[src/rtl/systolic_pkg.sv]
// Shared constants, state encoding and counter sizing for the 3x3 systolic sequencer.
package systolic_pkg;

  localparam int N           = 3;
  localparam int FEED_CYCLES = 2 * N - 1;
  localparam int FEED_CW     = $clog2(FEED_CYCLES);

  typedef enum logic [2:0] {
    IDLE,
    CLEAR,
    FEED,
    DRAIN,
    DONE
  } state_t;

  // Width of a counter that must reach n-1; never narrower than one bit.
  function automatic int cnt_w(input int n);
    return (n > 1) ? $clog2(n) : 1;
  endfunction

  localparam int DRAIN_CW_DEFAULT = cnt_w(2);

endpackage

[src/rtl/systolic_skew_gen.sv]
// Diagonal-skew selector: for feed step t, picks A[i][t-i] per row and B[t-j][j] per column.
module systolic_skew_gen
  import systolic_pkg::*;
#(
  parameter int DATA_W = 8
) (
  input  logic [DATA_W-1:0]  i_a   [N][N],
  input  logic [DATA_W-1:0]  i_b   [N][N],
  input  logic [FEED_CW-1:0] i_t,
  output logic [DATA_W-1:0]  o_row [N],
  output logic [DATA_W-1:0]  o_col [N]
);

  logic [DATA_W-1:0] w_am [N][N];
  logic [DATA_W-1:0] w_bm [N][N];

  // Each row/column has at most one element on the active anti-diagonal, so OR-combining is a mux.
  for (genvar gi = 0; gi < N; gi++) begin : g_outer
    for (genvar gk = 0; gk < N; gk++) begin : g_inner
      assign w_am[gi][gk] = (i_t == FEED_CW'(gi + gk)) ? i_a[gi][gk] : '0;
      assign w_bm[gk][gi] = (i_t == FEED_CW'(gk + gi)) ? i_b[gk][gi] : '0;
    end
    assign o_row[gi] = w_am[gi][0] | w_am[gi][1] | w_am[gi][2];
    assign o_col[gi] = w_bm[0][gi] | w_bm[1][gi] | w_bm[2][gi];
  end

endmodule

[src/rtl/systolic_seq.sv]
// Job sequencer for the 3x3 output-stationary array: latch operands, clear PEs, feed skewed edges, drain, done.
module systolic_seq
  import systolic_pkg::*;
#(
  parameter int DATA_W       = 8,
  parameter int DRAIN_CYCLES = 2
) (
  input  logic              clk,
  input  logic              rst_n,
  input  logic              start_i,
  input  logic [DATA_W-1:0] a1, a2, a3, a4, a5, a6, a7, a8, a9,
  input  logic [DATA_W-1:0] b1, b2, b3, b4, b5, b6, b7, b8, b9,
  output logic [DATA_W-1:0] row_a0, row_a1, row_a2,
  output logic [DATA_W-1:0] col_b0, col_b1, col_b2,
  output logic              pe_clr_o,
  output logic              pe_en_o,
  output logic              busy_o,
  output logic              done_o,
  output state_t            state_o
);

  localparam int DRAIN_CW = cnt_w(DRAIN_CYCLES);

  state_t              r_state, w_state_n;
  logic [FEED_CW-1:0]  r_t, w_t_n;
  logic [DRAIN_CW-1:0] r_d, w_d_n;

  logic [DATA_W-1:0] w_a_in [N][N];
  logic [DATA_W-1:0] w_b_in [N][N];
  logic [DATA_W-1:0] r_a    [N][N];
  logic [DATA_W-1:0] r_b    [N][N];
  logic [DATA_W-1:0] w_row  [N];
  logic [DATA_W-1:0] w_col  [N];
  logic [DATA_W-1:0] r_row  [N];
  logic [DATA_W-1:0] r_col  [N];
  logic              r_clr, r_en, r_busy, r_done;

  assign w_a_in[0][0] = a1;  assign w_a_in[0][1] = a2;  assign w_a_in[0][2] = a3;
  assign w_a_in[1][0] = a4;  assign w_a_in[1][1] = a5;  assign w_a_in[1][2] = a6;
  assign w_a_in[2][0] = a7;  assign w_a_in[2][1] = a8;  assign w_a_in[2][2] = a9;
  assign w_b_in[0][0] = b1;  assign w_b_in[0][1] = b2;  assign w_b_in[0][2] = b3;
  assign w_b_in[1][0] = b4;  assign w_b_in[1][1] = b5;  assign w_b_in[1][2] = b6;
  assign w_b_in[2][0] = b7;  assign w_b_in[2][1] = b8;  assign w_b_in[2][2] = b9;

  always_ff @(posedge clk or negedge rst_n) begin
    if (!rst_n) begin
      r_state <= IDLE;
      r_t     <= '0;
      r_d     <= '0;
    end else begin
      r_state <= w_state_n;
      r_t     <= w_t_n;
      r_d     <= w_d_n;
    end
  end

  always_comb begin
    w_state_n = r_state;
    w_t_n     = r_t;
    w_d_n     = r_d;
    case (r_state)
      IDLE:  if (start_i) w_state_n = CLEAR;
      CLEAR: begin
        w_state_n = FEED;
        w_t_n     = '0;
      end
      FEED: begin
        if (r_t == FEED_CW'(FEED_CYCLES - 1)) begin
          w_state_n = DRAIN;
          w_d_n     = '0;
        end else begin
          w_t_n = r_t + FEED_CW'(1);
        end
      end
      DRAIN: begin
        if (r_d == DRAIN_CW'(DRAIN_CYCLES - 1)) w_state_n = DONE;
        else                                   w_d_n     = r_d + DRAIN_CW'(1);
      end
      DONE:    w_state_n = IDLE;
      default: w_state_n = IDLE;
    endcase
  end

  always_ff @(posedge clk or negedge rst_n) begin
    if (!rst_n) begin
      r_a <= '{default: '0};
      r_b <= '{default: '0};
    end else if (r_state == IDLE && start_i) begin
      r_a <= w_a_in;
      r_b <= w_b_in;
    end
  end

  // The skew generator sees the next step's t so the registered edges line up with the state.
  systolic_skew_gen #(.DATA_W(DATA_W)) u_skew (
    .i_a   (r_a),
    .i_b   (r_b),
    .i_t   (w_t_n),
    .o_row (w_row),
    .o_col (w_col)
  );

  always_ff @(posedge clk or negedge rst_n) begin
    if (!rst_n) begin
      r_row  <= '{default: '0};
      r_col  <= '{default: '0};
      r_clr  <= 1'b0;
      r_en   <= 1'b0;
      r_busy <= 1'b0;
      r_done <= 1'b0;
    end else begin
      if (w_state_n == FEED) begin
        r_row <= w_row;
        r_col <= w_col;
      end else begin
        r_row <= '{default: '0};
        r_col <= '{default: '0};
      end
      r_clr  <= (w_state_n == CLEAR);
      r_en   <= (w_state_n == FEED) || (w_state_n == DRAIN);
      r_busy <= (w_state_n == CLEAR) || (w_state_n == FEED) || (w_state_n == DRAIN);
      r_done <= (w_state_n == DONE);
    end
  end

  assign row_a0   = r_row[0];
  assign row_a1   = r_row[1];
  assign row_a2   = r_row[2];
  assign col_b0   = r_col[0];
  assign col_b1   = r_col[1];
  assign col_b2   = r_col[2];
  assign pe_clr_o = r_clr;
  assign pe_en_o  = r_en;
  assign busy_o   = r_busy;
  assign done_o   = r_done;
  assign state_o  = r_state;

endmodule
[config.mk]
export PLATFORM = sky130hd
export DESIGN_NAME = systolic_seq
export DESIGN_NICKNAME = d
export VERILOG_FILES = /design/src/rtl/systolic_pkg.sv /design/src/rtl/systolic_skew_gen.sv /design/src/rtl/systolic_seq.sv
export SDC_FILE = /design/constraint.sdc
export NUM_CORES = 1
export LEC_CHECK = 0
export ABC_AREA = 1
export CAP_MARGIN = 15
export CORE_ASPECT_RATIO = 2
export CORE_MARGIN = 2
export CORE_UTILIZATION = 50
export CTS_BUF_LIST = sky130_fd_sc_hd__clkbuf_4 sky130_fd_sc_hd__clkbuf_8
export DETAILED_ROUTE_END_ITERATION = 16
export PLACE_DENSITY = 0.85
export REMOVE_ABC_BUFFERS = 1
export SLEW_MARGIN = 20
export SYNTH_ARGS = -nofsm -noshare
export SYNTH_HDL_FRONTEND = slang
export SYNTH_SLANG_ARGS = --single-unit
[constraint.sdc]
create_clock -name clk -period 2 [get_ports clk]
set_input_delay 0.5 -clock clk [delete_from_list [all_inputs] [get_ports clk]]
set_output_delay 0.5 -clock clk [all_outputs]
set_load 0.05 [all_outputs]
==> results.yml, run 1 <==
floorplan:
  die_h_um: 190
  placementRows: 68
  start_util_pct: 50.4
  pin_count: 202
  core_um2: 17100
  die_x_um: 96.9
  die-area_um2: 18400
logic_synthesis:
  ys_types: 20
  synth.area.top_cells: "dfrtp_1, nand2_1, nand3_1, nor2_1, inv_1"
  yosysWarningCount: 0
  synth_top_area_share_pct: 58.9
  postSynthCellCount: 1039
  syn_area_per_cell_um2: 8.30
  syn_area_um2: 8630
  ys_seq_elements: 203
  ys_seq_area_share_pct: 58.9
  yosysTopAreaCell: "dfrtp_1"
critical_path:
  required_ns: 2.46
  rr_worst_depth: 13
  path_class: "flip-flop to flip-flop"
  startpoint_type: "flip-flop"
  cp-end-kind: "flip-flop"
  cp_max_fo: 11
  timing.rr.end: "row_a1[2]"
  regToRegSetupSlack_ns: 0.02
  reg2reg_from: "r_t[0]"
  cp.arrival_ns: 2.44
detailed_routing:
  routedWlPerCell_um: 16.6
  drc: 0
  totalWireLength_mm: 24.6
  drt_pass1_iterations: 6
  detail_route.iter0.violations: 559
  vias_per_cell: 5.34
  dr_total_vias: 7892
  ant_nets: 0
clocking:
  clk_pin_slew_worst_paths_ns: 0.07
  htree_num_levels: 1
  cts_buffer_depth: 3
  clock-sinks: 203
  cts_tree: "yes"
  cts_root_buf: "clkbuf_8"
  clkLatencyLatePin_ns: 0.53
  cts_buffers: 27
job:
  drv_cap: 0
power:
  p_total_uw: 21100
  p_leak_uw: 0.00623
  peakVddDrop_uv: 1230
  p_per_area_nw_per_um2: 1780
placement:
  place_area_um2: 10900
  dpl.hpwl_mm: 15.1
  place_congestion: 0.788
  portBuffers: 201
cells_and_area:
  seq_area_um2: 5080
  final.fill_count: 1276
  area_growth_pct: 37.0
  drive_gt1_share_pct: 9.38
  diodes: 0
  final_cell_mix: "nand2_1, dfrtp_1, clkdlybuf4s50_1, nand3_1, nor2_1"
  fin_area_um2: 11800
  layout.nets: 1399
  mostFrequentLayoutCell: "nand2_1"
  multiInputGateArea_um2: 3080
sta:
  relSlewSlack_pct: 65.2
  slew_violations: 0
  setup_viol_count_final: 0
  tightest_slew_ns: 0.524
  max_freq_mhz: 504
  period_share_pct: 99.2
  report.final.hold_viol_count: 0
  min_period_ns: 1.98
  finClkSkew_ns: 0.0192
worst_hold_path:
  worstHoldPathType: "input port to asynchronous set/reset pin"
global_routing:
  grt_max_degree: 115
  grt_pass1_wl_mm: 38.2
  track_usage_pct: 24.9
  antenna_found_initial: 0
  gr-total-overflow: 0
  first_global_vias: 7912
run_status:
  status: "finished clean"
-- routing by layer --
metal / wire, um / vias up / GRT usage, %
met5: 0 / - / 0
met2: 12300 / 449 / 41.9
met1: 9550 / 3727 / 33.7
met4: 638 / 0 / 6.50
met3: 2060 / 55 / 4.48
li1: - / 3661 / -
-- sequential cells by signal, summed over array words and instances (netlist names), 3 cells and up --
| register | count |
|---|---|
| r_t | 3 |
| col_b2 | 8 |
| col_b0 | 8 |
| state_o | 3 |
| r_b | 72 |
| row_a1 | 8 |
| col_b1 | 8 |
| r_a | 72 |
| row_a0 | 8 |
| row_a2 | 8 |
-- cells in the mapped netlist --
cell type,instances
buf_4,9
clkbuf_1,21
nand3_2,2
nand2_2,1
nand3_4,1
nand3_1,105
dfrtp_1,203
o21ai_0,33
nand2_1,428
nand4_1,33
inv_1,59
inv_2,3
buf_2,23
nor2_2,3
buf_6,3
nand2_4,1
nor2_1,101
buf_1,7
nor2_4,1
ha_1,2
-- worst max-delay path: stages, from the launching register on --
cell,delay [ns]
dfrtp_1,0.41
inv_1,0.08
ha_1,0.22
nand2_1,0.10
nand3_1,0.08
nand2_1,0.10
nand2_4,0.11
nor2_4,0.15
buf_12,0.14
clkbuf_16,0.17
nand3_1,0.07
nand2_1,0.12
nor2_1,0.07
nor2_1,0.08
-- per-stage QoR --
step	setup WS [ns]	util, %	hold WS, ns	std cells	setup TNS (ns)
final	0.0166	69.1	0.486	1478	0
after global routing	-0.0661	69.1	0.496	1478	-0.533
after CTS	0.00572	67.7	0.484	1466	0
after detailed placement	-0.103	63.9	0.465	1416	-2.14
after global placement	0.0782	63.9	0.462	1416	0
after floorplan	-4.52	-	0.204	976	-704.97
-- cell type report --
class | instances | share of cell area (%)
tap | 210 | 2.22
inverter | 62 | 2.11
sequential | 203 | 43.0
timing repair buffer | 242 | 21.3
clock buffer | 45 | 4.87
multi-input combinational | 714 | 26.1
clock inverter | 2 | 0.508
-- logic make-up (layout without fill, tap and decap cells) --
group                      count (synthesis)  count (layout)  share of synthesized area [%]
adders and majority gates                  2               2                          0.290
buffers and inverters                    125             351                           6.42
DFF                                      203             203                           58.9
AOI/OAI and AO/OA                         33              33                           1.91
and+or+nand+nor                          676             679                           32.5
-- timing repair --
| item | CTS | global route |
|---|---|---|
| hold buffers | 1 | 0 |
| gates resized for setup | 48 | 17 |
| endpoints found under the hold margin | 49 | 0 |
| pin swaps | 1 | 3 |
| setup buffers | 1 | 6 |
| gates cloned | 1 | 6 |
| endpoints found under the setup margin | 86 | 42 |
-- report_power, final --
group	internal (uW)	switching, uW
logic	3680	7070
clock network	2060	1500
registers	5900	885
-- worst max-delay path by stage --
stage	startpoint	endpoint	slack, ns	depth (start not counted)
finish	r_t[0]	row_a1[2]	0.02	13
global route	r_t[0]	row_a1[2]	-0.07	13
CTS	r_t[0]	row_a2[3]	0.006	9
detailed placement	r_t[0]	row_a0[4]	-0.10	11
global placement	r_t[0]	col_b0[3]	0.08	11
floorplan	state_o[1]	r_a[21]	-4.52	4
No activity file was read; power rests on OpenSTA's default activity.
==> inputs of run 2 (changes only) <==
Settings changed: SLEW_MARGIN 20 to default.
==> results of run 2 <==
No change in the layout: final DEF, timing and power equal those of run 1.
==> RTL edit (settings of run 2) <==
Register the input `a4` before use. The logic sees it one clock later. The other inputs are not delayed to match.
--- a/src/rtl/systolic_seq.sv
+++ b/src/rtl/systolic_seq.sv
@@ -23,2 +23,8 @@
 
+  logic [DATA_W-1:0] a4_q;
+
+  always_ff @(posedge clk) begin
+    a4_q <= a4;
+  end
+
   state_t              r_state, w_state_n;
@@ -38,3 +44,3 @@
   assign w_a_in[0][0] = a1;  assign w_a_in[0][1] = a2;  assign w_a_in[0][2] = a3;
-  assign w_a_in[1][0] = a4;  assign w_a_in[1][1] = a5;  assign w_a_in[1][2] = a6;
+  assign w_a_in[1][0] = a4_q;  assign w_a_in[1][1] = a5;  assign w_a_in[1][2] = a6;
   assign w_a_in[2][0] = a7;  assign w_a_in[2][1] = a8;  assign w_a_in[2][2] = a9;
Formal check against the unedited RTL: not equivalent (a bounded check fails within 4 cycles, from zero or initial values and one cycle with rst_n low).
==> RTL edit against run 2 <==
- final cell count rose by 1.7%
- power rose by 8.0%
- sequential cell count rose by 8
- critical path depth fell by 12
- setup slack improved by 12 ps
- non-clock buffer count rose by 7
- largest cell class unchanged
- design area rose by 4.4%
- area after synthesis rose by 4.0%
- combinational power rose by 11%
- wire length rose by 7.6%
- clock skew barely moved
- maximum frequency rose by 0.59%
- utilization rose by 0.62 points
- critical endpoint is now row_a1[7]
- die area rose by 3.9%
==> RTL edit: results (changes against run 2) <==
The flow ran to the end, and the final reports show no timing, DRC or antenna violations. Met1 demand-to-capacity share in global routing: 0.292 (was 0.337). The run gives 86 (was 115) as the pin count of the biggest net entering global routing. The logs give 40.5 mm (was 38.2 mm) for the global-route wire length before repair and 6.62 nW (was 6.23 nW) for the static leakage power. The proportion of synthesized flip-flops having asynchronous set or reset was 0.962 (was 1.00); the initial DRC count was 584 (was 559). The count of plain and timing-repair buffers works out to 249 (was 242). The run gives 16.6 mm (was 15.1 mm) as the half-perimeter wire length after placement. The share of final layout cell area taken by non-clock buffers is 0.220 (was 0.213).

The share of cells above drive strength 1 is 0.125 (was 0.0938), and the clock buffer count from CTS is 29 (was 27). The portion of the layout cell area used by clock cells works out to 0.0548 (was 0.0538). The delay contributed by the slowest stage of the critical path was 540 ps (was 410 ps); the count of cell types in the netlist was 23 (was 20). The total area of multi-input combinational cells is 3190 um2 (was 3080 um2), and the area used by sequential logic in the layout is 5240 um2 (was 5080 um2). The logs give 0.466 (was 0.419) for the met2 track demand over resource in global routing and 1030 uV (was 1230 uV) for the maximum vdd drop. The logs give 18.8 ps (was 19.2 ps) for the worst clock skew and 47 (was 48) for the count of instances resized after the clock tree is built. The routability congestion estimate was 0.847 (was 0.788). Top cells by area in the synthesized netlist: sky130_fd_sc_hd__dfrtp_1, sky130_fd_sc_hd__nand2_1, sky130_fd_sc_hd__nand3_1 (unchanged). The cell family contributing the most delay on the critical path was buffers and inverters (was simple AND/OR/NAND/NOR gates).

For the final-layout worst hold slack, the log shows 385 ps (was 486 ps). The global-route total usage across every layer was 0.263 (was 0.249). Clock period minus worst slack: 1970 ps (was 1980 ps). Post-CTS repair timing setup buffer count: 2 (was 1). The per-cell routed wire length came out at 17.6 um (was 16.6 um).

The logs give 1470 ps (was 2440 ps) for the arrival time of the worst setup path and 12,300 um2 (was 11,800 um2) for the final design area excluding fillers. The met2 wire length is 14.4 mm (was 12.3 mm). The tools report the fraction of met3 tracks used by global routing as 0.0332 (was 0.0448). The tools report the capturing instance or port of the critical path as row_a1[7] (was row_a1[2]).

List of most frequent post-synthesis cells: sky130_fd_sc_hd__nand2_1, sky130_fd_sc_hd__dfrtp_1, sky130_fd_sc_hd__nand3_1 (unchanged). The via count of the first global-routing pass was 8,382 (was 7,912). The run gives 0.584 (was 0.589) as the sequential fraction of the synthesis area.
RTL edit: changes by cell type after synthesis, sizes merged:
| cell | before | now |
|---|---|---|
| nor2 | 105 | 10 |
| nand2 | 430 | 498 |
| nand3 | 108 | 166 |
| o21ai | 33 | 1 |
| dfxtp | 0 | 8 |
| clkbuf | 21 | 25 |
| a21oi | 0 | 1 |
| buf | 42 | 43 |
| nand4 | 33 | 34 |
RTL edit: where the power goes:
group	switching (mW)	leakage, nW	internal [mW]
sequential	1.02	2.65	6.05
clock	1.64	0.353	2.08
combinational	7.55	3.62	4.44
total	10.2	6.62	12.6
RTL edit: cells by family (layout without fill, tap and decap cells):
| group | after synthesis | after routing | share of synthesized area |
|---|---|---|---|
| compound gates | 2 | 2 | 0.00111 |
| fa+ha+maj | 2 | 2 | 0.00279 |
| buf+inv | 130 | 365 | 0.0657 |
| flops | 211 | 211 | 0.584 |
| other cells | 0 | 2 | 0 |
| simple gates | 708 | 708 | 0.346 |
